===== src/rtl/hist_fsm_2stage.sv =====
// rtl/hist_fsm_2stage.sv - two-stage coarse/fine TDC histogram peak finder
//
// Purpose: bins ACQ_NUM TDC codes on their top CB_W bits, scans for the
// coarse peak, then bins a second ACQ_NUM codes on the next FB_W bits,
// keeping only codes whose coarse field matches the coarse peak, and scans
// for the fine peak. Result is tof = {peakCH, peakFH}.
//
// Optional feature macro: MIN_PEAK_EN (adds minPeak input / peakValid output;
// a coarse peak below minPeak skips the fine phase).
//
// Ports:
//   clk, res          clock, asynchronous active-high reset
//   start             one-cycle frame start (honoured only when idle)
//   wrEn, data        TDC event strobe and code
//   busy              frame in progress
//   hisNum            0 = coarse phase, 1 = fine phase
//   acq_count_finish  pulse on the last accepted event of a phase
//   peakCH, peakFH    coarse / fine peak bins
//   peakCnt           fine peak count
//   tof               {peakCH, peakFH}
//   peakDone          one-cycle pulse when results are valid
//   minPeak, peakValid  (MIN_PEAK_EN only)

module hist_fsm_2stage #(
    parameter int TDC_W   = 10,
    parameter int CB_W    = 5,
    parameter int FB_W    = 5,
    parameter int CNT_W   = 8,
    parameter int ACQ_NUM = 16
) (
    input  logic                  clk,
    input  logic                  res,
    input  logic                  start,
    input  logic                  wrEn,
    input  logic [TDC_W-1:0]      data,
`ifdef MIN_PEAK_EN
    input  logic [CNT_W-1:0]      minPeak,
    output logic                  peakValid,
`endif
    output logic                  busy,
    output logic                  hisNum,
    output logic                  acq_count_finish,
    output logic [CB_W-1:0]       peakCH,
    output logic [FB_W-1:0]       peakFH,
    output logic [CNT_W-1:0]      peakCnt,
    output logic [CB_W+FB_W-1:0]  tof,
    output logic                  peakDone
);

    localparam int IDX_W = (CB_W > FB_W) ? CB_W : FB_W;
    localparam int DEPTH = 1 << IDX_W;
    localparam int EV_W  = $clog2(ACQ_NUM + 1);
    localparam logic [IDX_W-1:0] C_LAST  = IDX_W'((1 << CB_W) - 1);
    localparam logic [IDX_W-1:0] F_LAST  = IDX_W'((1 << FB_W) - 1);
    localparam logic [EV_W-1:0]  EV_LAST = EV_W'(ACQ_NUM - 1);
    localparam logic [CNT_W-1:0] CNT_MAX = '1;

    typedef enum logic [2:0] {IDLE, ACQ_C, SCAN_C, ACQ_F, SCAN_F, DONE} state_t;
    state_t state, state_nxt;

    logic [CNT_W-1:0] hist [DEPTH];
    logic [EV_W-1:0]  ev_cnt;
    logic [IDX_W-1:0] scan_idx, max_idx, cand_idx, wr_idx;
    logic [CNT_W-1:0] max_cnt, cand_cnt, rd_cnt;
    logic [CB_W-1:0]  cbin;
    logic [FB_W-1:0]  fbin;
    logic             acq, scan, hit, ev_last, c_end, f_end, skip_fine;

    assign cbin = data[TDC_W-1 -: CB_W];
    assign fbin = data[TDC_W-CB_W-1 -: FB_W];
    assign tof  = {peakCH, peakFH};

    // Running maximum including the entry read this cycle; strict '>' keeps
    // the lowest index on ties and yields index 0 for an empty histogram.
    assign rd_cnt   = hist[scan_idx];
    assign cand_cnt = (rd_cnt > max_cnt) ? rd_cnt   : max_cnt;
    assign cand_idx = (rd_cnt > max_cnt) ? scan_idx : max_idx;
    assign wr_idx   = (state == ACQ_F) ? IDX_W'(fbin) : IDX_W'(cbin);
    assign ev_last  = (ev_cnt == EV_LAST);

    always_comb begin
        state_nxt        = state;
        busy             = 1'b0;
        hisNum           = 1'b0;
        peakDone         = 1'b0;
        acq_count_finish = 1'b0;
        acq              = 1'b0;
        scan             = 1'b0;
        hit              = 1'b0;
        c_end            = 1'b0;
        f_end            = 1'b0;
        skip_fine        = 1'b0;
`ifdef MIN_PEAK_EN
        skip_fine        = (cand_cnt < minPeak);
`endif
        case (state)
            IDLE: begin
                if (start) state_nxt = ACQ_C;
            end
            ACQ_C: begin
                busy = 1'b1;
                acq  = 1'b1;
                hit  = wrEn;
                if (wrEn && ev_last) begin
                    acq_count_finish = 1'b1;
                    state_nxt        = SCAN_C;
                end
            end
            SCAN_C: begin
                busy  = 1'b1;
                scan  = 1'b1;
                c_end = (scan_idx == C_LAST);
                if (c_end) state_nxt = skip_fine ? DONE : ACQ_F;
            end
            ACQ_F: begin
                busy   = 1'b1;
                hisNum = 1'b1;
                acq    = 1'b1;
                // Out-of-window events still count toward the phase length.
                hit    = wrEn && (cbin == peakCH);
                if (wrEn && ev_last) begin
                    acq_count_finish = 1'b1;
                    state_nxt        = SCAN_F;
                end
            end
            SCAN_F: begin
                busy   = 1'b1;
                hisNum = 1'b1;
                scan   = 1'b1;
                f_end  = (scan_idx == F_LAST);
                if (f_end) state_nxt = DONE;
            end
            DONE: begin
                peakDone  = 1'b1;
                state_nxt = IDLE;
            end
            default: state_nxt = IDLE;
        endcase
    end

    always_ff @(posedge clk or posedge res) begin
        if (res) begin
            state    <= IDLE;
            for (int i = 0; i < DEPTH; i++) hist[i] <= '0;
            ev_cnt   <= '0;
            scan_idx <= '0;
            max_idx  <= '0;
            max_cnt  <= '0;
            peakCH   <= '0;
            peakFH   <= '0;
            peakCnt  <= '0;
`ifdef MIN_PEAK_EN
            peakValid <= 1'b0;
`endif
        end else begin
            state <= state_nxt;
            if (acq && wrEn) ev_cnt <= ev_last ? '0 : ev_cnt + 1'b1;
            if (hit && (hist[wr_idx] != CNT_MAX)) hist[wr_idx] <= hist[wr_idx] + 1'b1;
            if (scan) begin
                // Clearing on read leaves the file empty for the next phase.
                hist[scan_idx] <= '0;
                if (c_end || f_end) begin
                    scan_idx <= '0;
                    max_idx  <= '0;
                    max_cnt  <= '0;
                end else begin
                    scan_idx <= scan_idx + 1'b1;
                    max_idx  <= cand_idx;
                    max_cnt  <= cand_cnt;
                end
            end
            if (c_end) begin
                peakCH <= cand_idx[CB_W-1:0];
`ifdef MIN_PEAK_EN
                if (skip_fine) begin
                    peakFH    <= '0;
                    peakCnt   <= '0;
                    peakValid <= 1'b0;
                end
`endif
            end
            if (f_end) begin
                peakFH  <= cand_idx[FB_W-1:0];
                peakCnt <= cand_cnt;
`ifdef MIN_PEAK_EN
                peakValid <= 1'b1;
`endif
            end
        end
    end

endmodule

===== config.mk =====
export PLATFORM = sky130hd
export DESIGN_NAME = hist_fsm_2stage
export DESIGN_NICKNAME = d
export VERILOG_FILES = /design/src/rtl/hist_fsm_2stage.sv
export SDC_FILE = /design/constraint.sdc
export NUM_CORES = 1
export LEC_CHECK = 0
export BUFFER_PORTS_ARGS = -buffer_cell sky130_fd_sc_hd__clkbuf_2
export CAP_MARGIN = 25
export CORE_UTILIZATION = 30
export CTS_BUF_LIST = sky130_fd_sc_hd__clkbuf_8 sky130_fd_sc_hd__clkbuf_16
export DETAILED_ROUTE_END_ITERATION = 16
export GPL_ROUTABILITY_DRIVEN = 0
export PLACE_DENSITY = 0.42
export SETUP_SLACK_MARGIN = 0.15
export SLEW_MARGIN = 20
export SYNTH_ARGS = -nofsm -noshare
export SYNTH_HDL_FRONTEND = slang
export SYNTH_SLANG_ARGS = --single-unit

===== constraint.sdc =====
create_clock -name clk -period 12.9 [get_ports clk]
set_clock_uncertainty 0.2 [all_clocks]
set_input_delay 1.29 -clock clk [delete_from_list [all_inputs] [get_ports clk]]
set_output_delay 1.29 -clock clk [all_outputs]
set_load 0.005 [all_outputs]

## Word level (Yosys, flattened, before mapping)

Cells that the tools add are included.

| word-level totals | value |
|---|---|
| register bits after elaboration | 300 |
| bits in latches | 0 |
| RAM bits | 0 |
| ROM bits | 0 |
| bits of input ports | 14 |
| output and inout port bits | 32 |
| word-level logic and storage cells | 115 |
| memories kept | 0 |

| cells by class | value |
|---|---|
| $add $sub $neg | 3 |
| $mul | 0 |
| div/mod/pow operators | 0 |
| $lt $le $gt $ge | 5 |
| eq/ne operators | 14 |
| shifts and indexed selects | 0 |
| mux-type cells | 36 |
| bitwise operators | 4 |
| reduce and logical (&&, ||, !) cells | 13 |

Operators with widths:

| cell | count |
|---|---|
| $mux 256 | 2 |
| $and 256x256->256 | 1 |
| $bwmux 256 | 1 |
| $not 256->256 | 1 |
| $bmux 8 s5 | 2 |
| $demux 8 s5 | 2 |
| $mux 8 | 8 |
| $mux 5 | 5 |
| $mux 3 | 5 |
| $pmux 3 s5 | 1 |
| $ge 6x6->1 const B | 2 |
| $lt 6x1->1 const B | 2 |
| $not 5->6 | 2 |
| $add 5x1->5 const B | 2 |
| $mux 1 | 9 |
| $add 8x1->8 const B | 1 |
| $gt 8x8->1 | 1 |
| $ne 2x2->1 const B | 4 |
| $ne 8x8->1 const B | 1 |
| $eq 3x2->1 const B | 2 |
| $eq 3x3->1 const B | 2 |
| $logic_and 1x1->1 | 6 |
| $reduce_or 2->1 | 3 |
| $eq 5x4->1 const B | 1 |
| 9 further kinds | 9 |

## Depth between registers and ports, before layout

Gate-level depths: netlist of the first run.

| logic depth | value |
|---|---|
| word-level depth | 11 |
| depth in mapped cells | 23 |

## Worst setup path before layout of the first run

Ideal clock, no wire load.

| timing path | value |
|---|---|
| kind | input-to-reg |
| start point | in data[6] |
| end point | reg hist[224] (netlist name) |
| setup time | 135 ps |
| arrival | 4976 ps |
| data required time | 12565 ps |
| slack | 7589 ps |
| cell stages on the path | 18 |
| path buffers | 5 |
| path through | clkbuf_1 -> clkbuf_1 -> nand2b_1 -> mux2_2 -> o22ai_1 -> nor3_1 -> nor4_1 -> and4_1 -> clkbuf_1 -> inv_1 -> ha_1 -> and3_1 -> and4_4 -> buf_6 -> buf_6 -> a2111oi_4 -> mux2i_1 -> nor2_1 |

| on the way | value |
|---|---|
| word-level cells in the longest chain between the ends | 10 |
| elaborated cells between the ends (all ways) | 20 |
| classes of those cells | 1 x add/sub; 2 x order compare; 2 x eq/ne; 10 x mux; 2 x bitwise; 3 x reduce/logical |

Ends and longest elaborated chain:

| item | RTL line | text |
|---|---|---|
| from (decl) | 35 | `input logic [TDC_W-1:0] data,` |
| $mux 5 | 78 | `assign wr_idx = (state == ACQ_F) ? IDX_W'(fbin) : IDX_W'(cbin);` |
| $not 5->6 (implied by the code) | 158 | `if (hit && (hist[wr_idx] != CNT_MAX)) hist[wr_idx] <= hist[wr_idx] + 1'b1;` |
| $bmux 8 s5 (tied with other cells) | 158 |  |
| $mux 8 (implied by the code) or $logic_and 1x1->1 (tied branches) | 158 |  |
| $mux 8 (implied by the code) | 158 |  |
| $add 8x1->8 (tied with other cells) | 158 |  |
| $bwmux 256 or $logic_and 1x1->1 (tied branches) | 158 |  |
| $mux 256 * | 158 |  |
| $and 256x256->256 (no source line) | -- |  |
| $mux 256 * | 159 | `if (scan) begin` |
| to (signal, indexed assignment) | 161 | `hist[scan_idx] <= '0;` |
| to (decl) | 61 | `logic [CNT_W-1:0] hist [DEPTH];` |

Mark *: on every way between the ends. The rest lies on a longest branch, timed or not. The select of a mux whose other input is x is not followed.
A chain may end at the register's enable or synchronous reset.

## Final worst setup path of the first run

| timing path | value |
|---|---|
| start point | reg state[1] |
| end point | reg hist[150] (netlist name) |

| on the way | value |
|---|---|
| word-level cells in the longest chain between the ends | 11 |
| elaborated cells between the ends (all ways) | 24 |
| classes of those cells | 1 x add/sub; 2 x order compare; 5 x eq/ne; 11 x mux; 2 x bitwise; 3 x reduce/logical |

Ends and longest elaborated chain:

| item | RTL line | text |
|---|---|---|
| from (decl) | 59 | `state_t state, state_nxt;` |
| from (signal assigned) | 156 | `state <= state_nxt;` |
| $eq 3x2->1 | 78, 96 |  |
| $mux 5 | 78 |  |
| $not 5->6 (implied by the code) | 158 |  |
| $bmux 8 s5 (tied with other cells) | 158 |  |
| $mux 8 (implied by the code) or $logic_and 1x1->1 (tied branches) | 158 |  |
| $mux 8 (implied by the code) | 158 |  |
| $add 8x1->8 (tied with other cells) | 158 |  |
| $bwmux 256 or $logic_and 1x1->1 (tied branches) | 158 |  |
| $mux 256 | 158 |  |
| $and 256x256->256 (no source line) | -- |  |
| $mux 256 * | 159 |  |

Marked as above.

==> results by group, run 1 <==
Status
  • Status: finished, final reports clean

Detailed routing
  • Pre-antenna DRT Iters: 5
  • Wirelength, routed: around 77000 um
  • Wl on met1: between 30000 and 40000 um
  • DR top layer: met5
  • Number of remaining DRC errors: 0
  • Post-route ant nets: 0
  • Metal2 WL: ~34000 um
  • 1st-iter DRT viols: between 1.5k and 2k
  • Total number of vias: roughly 15k
  • Detailed-route wire length per cell: about 30 um
  • Metal3 WL: between 5000 and 6000 um
  • Vias per inst: just under 6

Synthesis
  • FFs w/ async S/R, synth: 1.00
  • Synth Area in XOR/XNOR: 0.00663
  • Number of synthesized flops with an enable pin: 0
  • Ys flop type: dfrtp_1
  • Mapped Cells: 1778
  • Post-synth top area cell: dfrtp_1
  • Yosys warning total: 0
  • Largest family of logic cells by synthesized area: multiplexers
  • Adder-cell area share of the yosys netlist: 0.0101
  • Synth area leaders: dfrtp_1 (41%), mux2i_1 (13%), mux4_2 (9.1%)
  • Synthesis-stage register bit count: 300
  • Post-synthesis net count: 1807
  • Mux cell area share after synthesis: 0.236
  • Post-Synth Simple-Gate Area: 0.147
  • Post-synth cell types: 75
  • Compound-gate portion of the synthesized area: 0.152
  • Mapped Area: around 18000 um^2
  • Register area share after synthesis: 0.406
  • Yosys top cell area share: 0.406
  • Syn Area/Cell: roughly 10 um^2

Pwr
  • Total power: ~5600 uW
  • Max VDD drop: between 0.15 and 0.2 mV
  • Sw frac: 0.474
  • Leak: 0.00824 uW
  • Clock network power share: 0.202
  • Gate power share: 0.484
  • Net Switching: roughly 2600 uW
  • Pwr/cell area: between 200 and 300 nW/um^2
  • Internal power: just under 3000 uW
  • Flop pwr share: 0.314

CTS
  • CTS Buffer Depth: 3
  • CTS tree: yes
  • Clock buffer count from CTS: 38
  • Clk root buf: clkbuf_16
  • Setup bufs post-CTS: 0
  • Worst-Skew Late Latency: 0.57 ns
  • Clock transition at path regs: around 0.06 ns
  • Clk sinks: 300
  • CTS resizes: 0
  • Hold_buf cts: 0
  • CTS H-tree depth: 2

STA
  • Final setup margin: around 5.8 ns
  • Final Critical Period: 7.15 ns
  • Final setup fails: 0
  • Final Max Tran Viols: 0
  • Max Clock Freq: between 0.1 and 0.15 GHz
  • Period utilization: 0.554
  • Worst slew pin tran: between 1 and 1.5 ns
  • Hold Violations, Final: 0
  • Relative slew slack: 0.277
  • RSZ-0062 raised after global routing: false
  • Setup TNS: 0 ns

Layout
  • Nets: about 1.8k
  • Area grow syn2layout: 12.2%
  • Most frequent cells in the layout: nor2_1 (327), dfrtp_1 (298), mux2i_1 (245)
  • Post-route insts no fill: around 2.6k
  • Most common cell after layout, fill and taps aside: nor2_1
  • Share of layout cells above drive strength 1: 0.159

Global route
  • Vias in the first global route: between 10k and 15k
  • First-pass GRT wire length: approximately 110000 um
  • Largest net degree at the start of global routing: 143
  • Overflow after GRT: 0
  • Initial antenna violation count: 3
  • Tot GR Track Use: 0.246

Job
  • Max Cap Violations: 0

Min path
  • Hold Crit Class: reg -> reg

Die
  • Starting Density: 0.305
  • Number of core rows: 90
  • Core footprint: between 60000 and 70000 um^2
  • Die area: 62600 um^2
  • Die height: ~250 um
  • IO Count: 46
  • Die width: ~250 um

Setup path
  • CP Buf/Inv Count: 3
  • Worst path max stage delay: 0.94 ns
  • Crit. End Element: flop
  • Worst Setup SP: state[1]
  • Reg2reg start: state[1]
  • CP delay by family, top: simple AND/OR/NAND/NOR gates
  • Most Frequent Cell on Critical Path: buf_4
  • CP Cell Sequence: nand3b_4 -> a21oi_4 -> buf_4 -> and2_1 -> a21boi_0 -> a2111oi_0 -> and4_1 -> inv_1 -> ha_1 -> and3_1 -> and4_4 -> xnor2_2 -> buf_4 -> mux2i_1 -> nor2_1
  • Worst path required time: 13.11 ns
  • Setup crit end: hist[150]
  • Crit path launch type: flop
  • Worst r2r dst: hist[150]
  • Max Fanout on Critical Path: 44
  • Worst path arrival time: 7.36 ns
  • Crit Path Class: reg -> reg
  • Crit-path slowest cell: and4_4
  • R2R Setup Slk: roughly 5.8 ns
  • Worst path depth: 15
  • R2R cell count: 15

Placement
  • Cells after DPL: 2510
  • Dpl hpwl: 54000 um
  • Pre-CTS setup slack: ~5.4 ns
  • Buffers on Ports: between 40 and 50
[registers in the layout, summed over array words and instances, names as in the netlist]
| register | cells |
|---|---|
| peakFH | 5 |
| state | 3 |
| hist | 256 |
| peakCH | 5 |
| max_idx | 5 |
| scan_idx | 5 |
| peakCnt | 8 |
| max_cnt | 8 |
| ev_cnt | 5 |
[synth_stat cells (all sizes together), types with 4 or more instances]
library cell	instances
mux2i	247
xor2	4
and4	5
buf	68
o32ai	4
nor3b	10
nor2	327
xnor2	10
clkbuf	60
a31oi	5
inv	26
nand2	157
o21a	5
mux4	75
and3	7
a211oi	89
a21o	4
nand4	19
a21oi	57
mux2	18
and3b	8
dfrtp	300
nor3	13
nand2b	7
a2111oi	21
nor4	6
o21ai	35
nand3	29
a22oi	52
ha	15
nand3b	5
a32oi	12
and2	7
nor2b	10
or3b	4
o22ai	24
[metrics by stage]
stage | hold slack, ns | utilization | cell area (um^2)
2_1_floorplan | 0.259 | - | 18500
3_3_place_gp | 0.266 | 0.320 | 19400
3_5_place_dp | 0.273 | 0.321 | 19400
4_1_cts | 0.287 | 0.343 | 20800
5_1_grt | 0.311 | 0.343 | 20800
6_report | 0.278 | 0.343 | 20800
[how the worst min path moves through the flow]
stage / startpoint / to / cells past startpoint
finish: peakCnt[3] / peakCnt[3] / 2
global placement: peakCnt[2] / peakCnt[2] / 2
CTS: peakCnt[1] / peakCnt[1] / 2
floorplan: ev_cnt[4] / ev_cnt[4] / 1
global route: ev_cnt[4] / ev_cnt[4] / 1
detailed placement: peakCnt[7] / peakCnt[7] / 2
[metal layers]
metal / GRT usage / vias to the layer above
li1: - / 6529
met1: 0.349 / 7828
met2: 0.370 / 625
met3: 0.0477 / 151
met4: 0.0933 / 4
met5: 0 / -
[kinds of logic (layout without fill, tap and decap cells)]
group                    count (synthesis)  after routing
buffers and inverters                  155            174
other                                    0              1
flip-flops                             300            300
adder cells (fa/ha/maj)                 15             15
AND/OR/NAND/NOR                        621            621
AO/OA/AOI/OAI                          333            333
XOR/XNOR                                14             14
multiplexers                           340            340
[worst reg2reg max path: cells and delay by family (launching register included)]
| kind | cells | cell delay, ns |
|---|---|---|
| buffers and inverters | 3 | 0.95 |
| and+or+nand+nor | 6 | 2.65 |
| muxes | 1 | 0.19 |
| DFF | 1 | 0.78 |
| xor gates and xnor gates | 1 | 0.52 |
| AOI/OAI and AO/OA | 3 | 1.43 |
| adders and majority gates | 1 | 0.28 |
[cell type report]
cell class	instances	area, um^2
diodes	1	2.50
clock buffers	48	1120
clock inverters	21	196
fillers	6097	39800
inverters	27	109
multi-input cells	1323	10300
flip-flops and latches	300	7510
well taps	782	978
repair buffers	78	497
[power groups by stage]
stage                     clock network [uW]  logic, uW  registers [uW]
after floorplan                            0       1780            1510
after global placement                     0       2620            1750
after detailed placement                   0       2660            1750
after CTS                               1150       2670            1740
after global routing                    1190       2850            1790
final                                   1130       2690            1750
No activity file was read; power rests on OpenSTA's default activity.
==> inputs of run 2 (changes only) <==
--- a/config.mk
+++ b/config.mk
@@ -11,7 +11,7 @@
 export CTS_BUF_LIST = sky130_fd_sc_hd__clkbuf_8 sky130_fd_sc_hd__clkbuf_16
 export DETAILED_ROUTE_END_ITERATION = 16
 export GPL_ROUTABILITY_DRIVEN = 0
-export PLACE_DENSITY = 0.42
+export PLACE_DENSITY = 0.44
 export SETUP_SLACK_MARGIN = 0.15
 export SLEW_MARGIN = 20
 export SYNTH_ARGS = -nofsm -noshare
==> constraint.sdc (replaced) <==
create_clock -name clk -period 5.8 [get_ports clk]
set_clock_uncertainty 0.2 [all_clocks]
set_input_delay 0.58 -clock clk [delete_from_list [all_inputs] [get_ports clk]]
set_output_delay 0.58 -clock clk [all_outputs]
set_load 0.005 [all_outputs]
==> results by group, run 2 (synthesis results as in run 1) <==
Setup path
  • Worst path arrival time: 5.52 ns
  • Worst path required time: 6.04 ns
  • Crit. End Element: flop
  • Crit-path slowest cell: dfrtp_1
  • Max Fanout on Critical Path: 37
  • Crit Path Class: reg -> reg
  • R2R cell count: 16
  • Worst path max stage delay: ~0.55 ns
  • Crit path launch type: flop
  • R2R Setup Slk: a little over 0.5 ns
  • CP Cell Sequence: nand3b_4 -> buf_4 -> a21o_4 -> mux2i_1 -> nor3_1 -> a2111oi_0 -> and4_1 -> inv_1 -> ha_1 -> and3_1 -> and4_4 -> buf_12 -> a2111oi_4 -> buf_4 -> mux2i_1 -> nor2_1
  • Worst r2r dst: hist[10]
  • Reg2reg start: state[2]

Detailed routing
  • Wirelength, routed: about 76000 um
  • Post-route ant nets: 0
  • Vias per inst: 5.85
  • Pre-antenna DRT Iters: 6
  • Detailed-route wire length per cell: about 29 um
  • Number of remaining DRC errors: 0
  • 1st-iter DRT viols: about 1.8k
  • Total number of vias: about 16k

Die
  • Starting Density: 0.305
  • Die height: between 200 and 300 um
  • IO Count: 46
  • Number of core rows: 90
  • Die width: approximately 250 um
  • Core footprint: a little over 60000 um^2
  • Die area: around 63000 um^2

Pwr
  • Pwr/cell area: approximately 600 nW/um^2
  • Total power: approximately 13000 uW
  • Max VDD drop: about 0.24 mV
  • Leak: 0.00859 uW
  • Clock network power share: 0.194
  • Sw frac: 0.471
  • Internal power: about 6600 uW
  • Flop pwr share: 0.311
  • Net Switching: just under 6000 uW
  • Gate power share: 0.495

Placement
  • Pre-CTS setup slack: 0.594 ns
  • Buffers on Ports: 45
  • Dpl hpwl: between 50000 and 60000 um
  • Area after DPL: ~20000 um^2

CTS
  • Clk root buf: clkbuf_16
  • Worst-Skew Late Latency: 0.58 ns
  • Clock transition at path regs: ~0.06 ns
  • CTS tree: yes
  • Setup bufs post-CTS: 0
  • Clk sinks: 300
  • Clock buffer count from CTS: 37
  • CTS H-tree depth: 2
  • CTS Buffer Depth: 3

Layout
  • Most common cell after layout, fill and taps aside: nor2_1
  • Nets: 1869
  • Most flops, register: hist
  • Area grow syn2layout: 15.4%
  • Most frequent cells in the layout: nor2_1 (327), dfrtp_1 (298), mux2i_1 (245)
  • Fin area: roughly 21000 um^2
  • Largest regs: hist (256), max_cnt (8), peakCnt (8)
  • Share of layout cells above drive strength 1: 0.193
  • Max reg flops: roughly 260
  • Antenna cells: 0
  • Layout fillers: 6181

STA
  • Hold Violations, Final: 0
  • Worst slew pin tran: between 1 and 1.5 ns
  • Final Critical Period: between 5 and 6 ns
  • Final setup margin: 0.514 ns
  • Period utilization: 0.911
  • RSZ-0062 raised after global routing: false
  • Relative slew slack: 0.306
  • Final setup fails: 0
  • Setup TNS: 0 ns
  • Final Max Tran Viols: 0
  • Max Clock Freq: between 0.15 and 0.2 GHz

Global route
  • First-pass GRT wire length: around 110000 um
  • Initial antenna violation count: 1
  • Largest net degree at the start of global routing: 118
  • Tot GR Track Use: 0.242
  • Vias in the first global route: roughly 15k
  • Overflow after GRT: 0

Min path
  • Hold Crit Class: in -> reg
  • Hold Path Depth: 3
  • Worst Hold End: state[2]
  • Hold Startpoint: wrEn

Job
  • Max Cap Violations: 0

Status
  • Status: finished, final reports clean
-- run 2: changes by cell type in the layout (fill, tap and decap cells not counted), moves of 2 or more --
cell,change
buf_4,+63
clkinv_2,+3
clkinv_8,+2
clkbuf_16,-4
buf_12,+10
inv_1,-3
-- run 2: repair_timing --
item                                    CTS  global route
resized for setup                         0             0
endpoints found under the setup margin    0             0
hold buffers                              1             0
hold endpoints to repair                 84             0
-- run 2: how the worst max path moves through the flow --
stage | endpoint | slack [ns] | cells past startpoint | start
finish | hist[10] | 0.51 | 16 | state[2]
global placement | hist[246] | 0.57 | 14 | state[1]
global route | hist[182] | 0.31 | 14 | state[1]
CTS | hist[228] | 0.60 | 16 | state[2]
floorplan | peakCH[2] | 0.96 | 18 | scan_idx[0]
detailed placement | hist[98] | 0.59 | 17 | data[0]
-- run 2: routing by layer --
metal,global-route usage,routed length [um],vias to the layer above
met5,0,13,-
met4,0.0992,3190,2
met3,0.0457,6370,175
met2,0.364,33100,770
met1,0.341,33400,7897
li1,-,-,6667
-- run 2: final cells by class --
type	count	area (um^2)	share of cell area
multi-input cells	1323	10300	0.484
flip-flops and latches	300	7510	0.352
repair buffers	151	1160	0.0543
clock buffers	44	1020	0.0479
well taps	782	978	0.0459
clock inverters	24	241	0.0113
inverters	27	105	0.00493
-- run 2: stage by stage --
stage	hold slack, ns	instances	utilization
finish	0.246	2651	0.352
global route	0.270	2651	0.352
CTS	0.208	2651	0.352
detailed placement	0.270	2582	0.331
global placement	0.263	2581	0.331
floorplan	0.259	1778	-
-- run 2: power groups by stage --
stage / combinational [uW] / clock (uW) / sequential (uW)
after detailed placement: 6110 / 0 / 3900
final: 6210 / 2430 / 3900
after global placement: 6060 / 0 / 3910
after CTS: 6130 / 2490 / 3880
after floorplan: 3950 / 0 / 3350
after global routing: 6530 / 2570 / 4000
-- run 2: worst max-delay path, delay by kind of cell, from the launching register on --
family,cells,cell delay (ns)
buffers and inverters,4,0.85
AO/OA/AOI/OAI,3,1.33
adder cells (fa/ha/maj),1,0.28
multiplexers,2,0.53
flip-flops,1,0.55
AND/OR/NAND/NOR,6,1.37
==> inputs of run 3 (changes only) <==
--- a/config.mk
+++ b/config.mk
@@ -12,6 +12,7 @@
 export DETAILED_ROUTE_END_ITERATION = 16
 export GPL_ROUTABILITY_DRIVEN = 0
 export PLACE_DENSITY = 0.44
+export REMOVE_ABC_BUFFERS = 1
 export SETUP_SLACK_MARGIN = 0.15
 export SLEW_MARGIN = 20
 export SYNTH_ARGS = -nofsm -noshare
==> results by group, run 3 (synthesis results as in run 1) <==
Layout
  • Layout fillers: between 6k and 7k
  • Register area: 7510 um^2
  • Area of the multi-input gates: about 10000 um^2
  • Nets: around 1.9k
  • Finished Core Util: 0.356
  • Post-route insts no fill: about 2.7k
  • Most flops, register: hist
  • Share of layout cells above drive strength 1: 0.196
  • Most common cell after layout, fill and taps aside: nor2_1
  • Max reg flops: 256
  • Fin area: around 22000 um^2
  • Most frequent cells in the layout: nor2_1 (327), dfrtp_1 (298), mux2i_1 (245)
  • Area grow syn2layout: 16.5%
  • Largest regs: hist (256), max_cnt (8), peakCnt (8)
  • Antenna cells: 0

Detailed routing
  • Wirelength, routed: 77000 um
  • Pre-antenna DRT Iters: 5
  • 1st-iter DRT viols: 1534
  • Post-route ant nets: 0
  • Number of remaining DRC errors: 0
  • Detailed-route wire length per cell: between 20 and 30 um
  • Vias per inst: 5.81
  • Total number of vias: between 15k and 20k

Global route
  • Vias in the first global route: between 15k and 20k
  • First-pass GRT wire length: approximately 110000 um
  • Overflow after GRT: 0
  • Largest net degree at the start of global routing: approximately 140
  • Tot GR Track Use: 0.246
  • Initial antenna violation count: 3

Setup path
  • Crit. End Element: flop
  • Worst path required time: roughly 6.0 ns
  • Crit Path Class: reg -> reg
  • Max Fanout on Critical Path: 14
  • Worst path arrival time: between 5 and 6 ns
  • Crit path launch type: flop

Die
  • IO Count: 46
  • Die area: 62600 um^2
  • Die height: around 250 um
  • Die width: between 200 and 300 um
  • Number of core rows: 90
  • Starting Density: 0.305
  • Core footprint: between 60000 and 70000 um^2

Placement
  • Buffers on Ports: between 40 and 50
  • Area after DPL: around 20000 um^2
  • Cells after DPL: ~2.6k
  • Dpl hpwl: 56200 um
  • Pre-CTS setup slack: about 0.27 ns

STA
  • Final Max Tran Viols: 0
  • Hold Worst Slack: 0.273 ns
  • Final setup margin: 0.168 ns
  • Hold Violations, Final: 0
  • Max Clock Freq: ~0.18 GHz
  • Period utilization: 0.971
  • Worst slew pin tran: between 0.9 and 1 ns
  • RSZ-0062 raised after global routing: false
  • Relative slew slack: 0.337
  • Final Critical Period: 5.63 ns
  • Final setup fails: 0

Pwr
  • Pwr/cell area: 586 nW/um^2
  • Gate power share: 0.499
  • Max VDD drop: around 0.37 mV
  • Clock network power share: 0.196
  • Internal power: between 6000 and 7000 uW
  • Sw frac: 0.460
  • Leak: 0.00867 uW
  • Net Switching: 5820 uW
  • Flop pwr share: 0.306

CTS
  • Clk root buf: clkbuf_16
  • Worst-Skew Late Latency: 0.56 ns
  • CTS H-tree depth: 2
  • Clock transition at path regs: roughly 0.06 ns
  • Clk sinks: 300
  • Clock buffer count from CTS: 38
  • CTS tree: yes
  • CTS Buffer Depth: 3

Min path
  • Hold Crit Class: reg -> reg

Job
  • Max Cap Violations: 0

Status
  • Status: finished, final reports clean
## run 3: changes by cell type in the layout (fill, tap and decap cells not counted), moves of 2 or more
cell        delta
buf_12         +9
buf_4          -5
clkbuf_16      +4
clkinvlp_4     -3
inv_1          -3
clkbuf_8       +2
clkinv_2       -2
clkinv_8       -2
## run 3: worst paths after layout
kind	from	endpoint	slack, ns	cells after the start
max in group asynchronous	res	hist[183]	3.66	4
setup reg to reg	state[1]	hist[219]	0.17	14
setup / recovery	state[1]	hist[219]	0.17	14
hold reg to reg	peakCnt[3]	peakCnt[3]	0.27	2
min in group asynchronous	res	hist[45]	0.48	3
hold / removal	peakCnt[3]	peakCnt[3]	0.27	2
## run 3: cell type report
class,count,area share
multi-input cells,1323,0.479
flip-flops and latches,300,0.349
repair buffers,155,0.0614
clock buffers,50,0.0534
well taps,782,0.0454
clock inverters,15,0.00703
inverters,27,0.00505
## run 3: repair_timing
| action | CTS | global route |
|---|---|---|
| hold endpoints to repair | 19 | 0 |
| buffers inserted | 0 | 8 |
| setup endpoints to repair | 0 | 44 |
| hold buffers | 1 | 0 |
| resized for setup | 0 | 1 |
## run 3: metal layers
layer | GRT usage | vias to the layer above | part of all wire
met5 | 0 | - | 0.00060
met3 | 0.0456 | 160 | 0.077
met1 | 0.344 | 7843 | 0.44
li1 | - | 6682 | -
met2 | 0.372 | 718 | 0.44
met4 | 0.102 | 6 | 0.042
## run 3: power groups by stage
stage / sequential (uW) / clock (uW) / combinational (uW)
after floorplan: 3510 / 0 / 3550
after global placement: 3860 / 0 / 6170
after detailed placement: 3860 / 0 / 6190
after CTS: 3840 / 2530 / 6210
after global routing: 3960 / 2620 / 6650
final: 3860 / 2480 / 6300
## run 3: per-stage QoR
stage | total power (uW) | setup TNS [ns]
final | 12600 | 0
after global routing | 13200 | 0
after CTS | 12600 | 0
after detailed placement | 10100 | 0
after global placement | 10000 | 0
after floorplan | 7060 | -1906.93
## run 3: critical path: stages, from the launching register on
cell       delay, ns
dfrtp_1         0.83
nand3b_4        0.41
buf_4           0.31
a22oi_1         0.64
nor2_1          0.28
a2111oi_0       0.51
and4_1          0.27
inv_1           0.06
ha_1            0.20
and3_1          0.16
and4_4          0.24
buf_4           0.16
a2111oi_4       0.86
mux2i_1         0.27
nor2_1          0.05
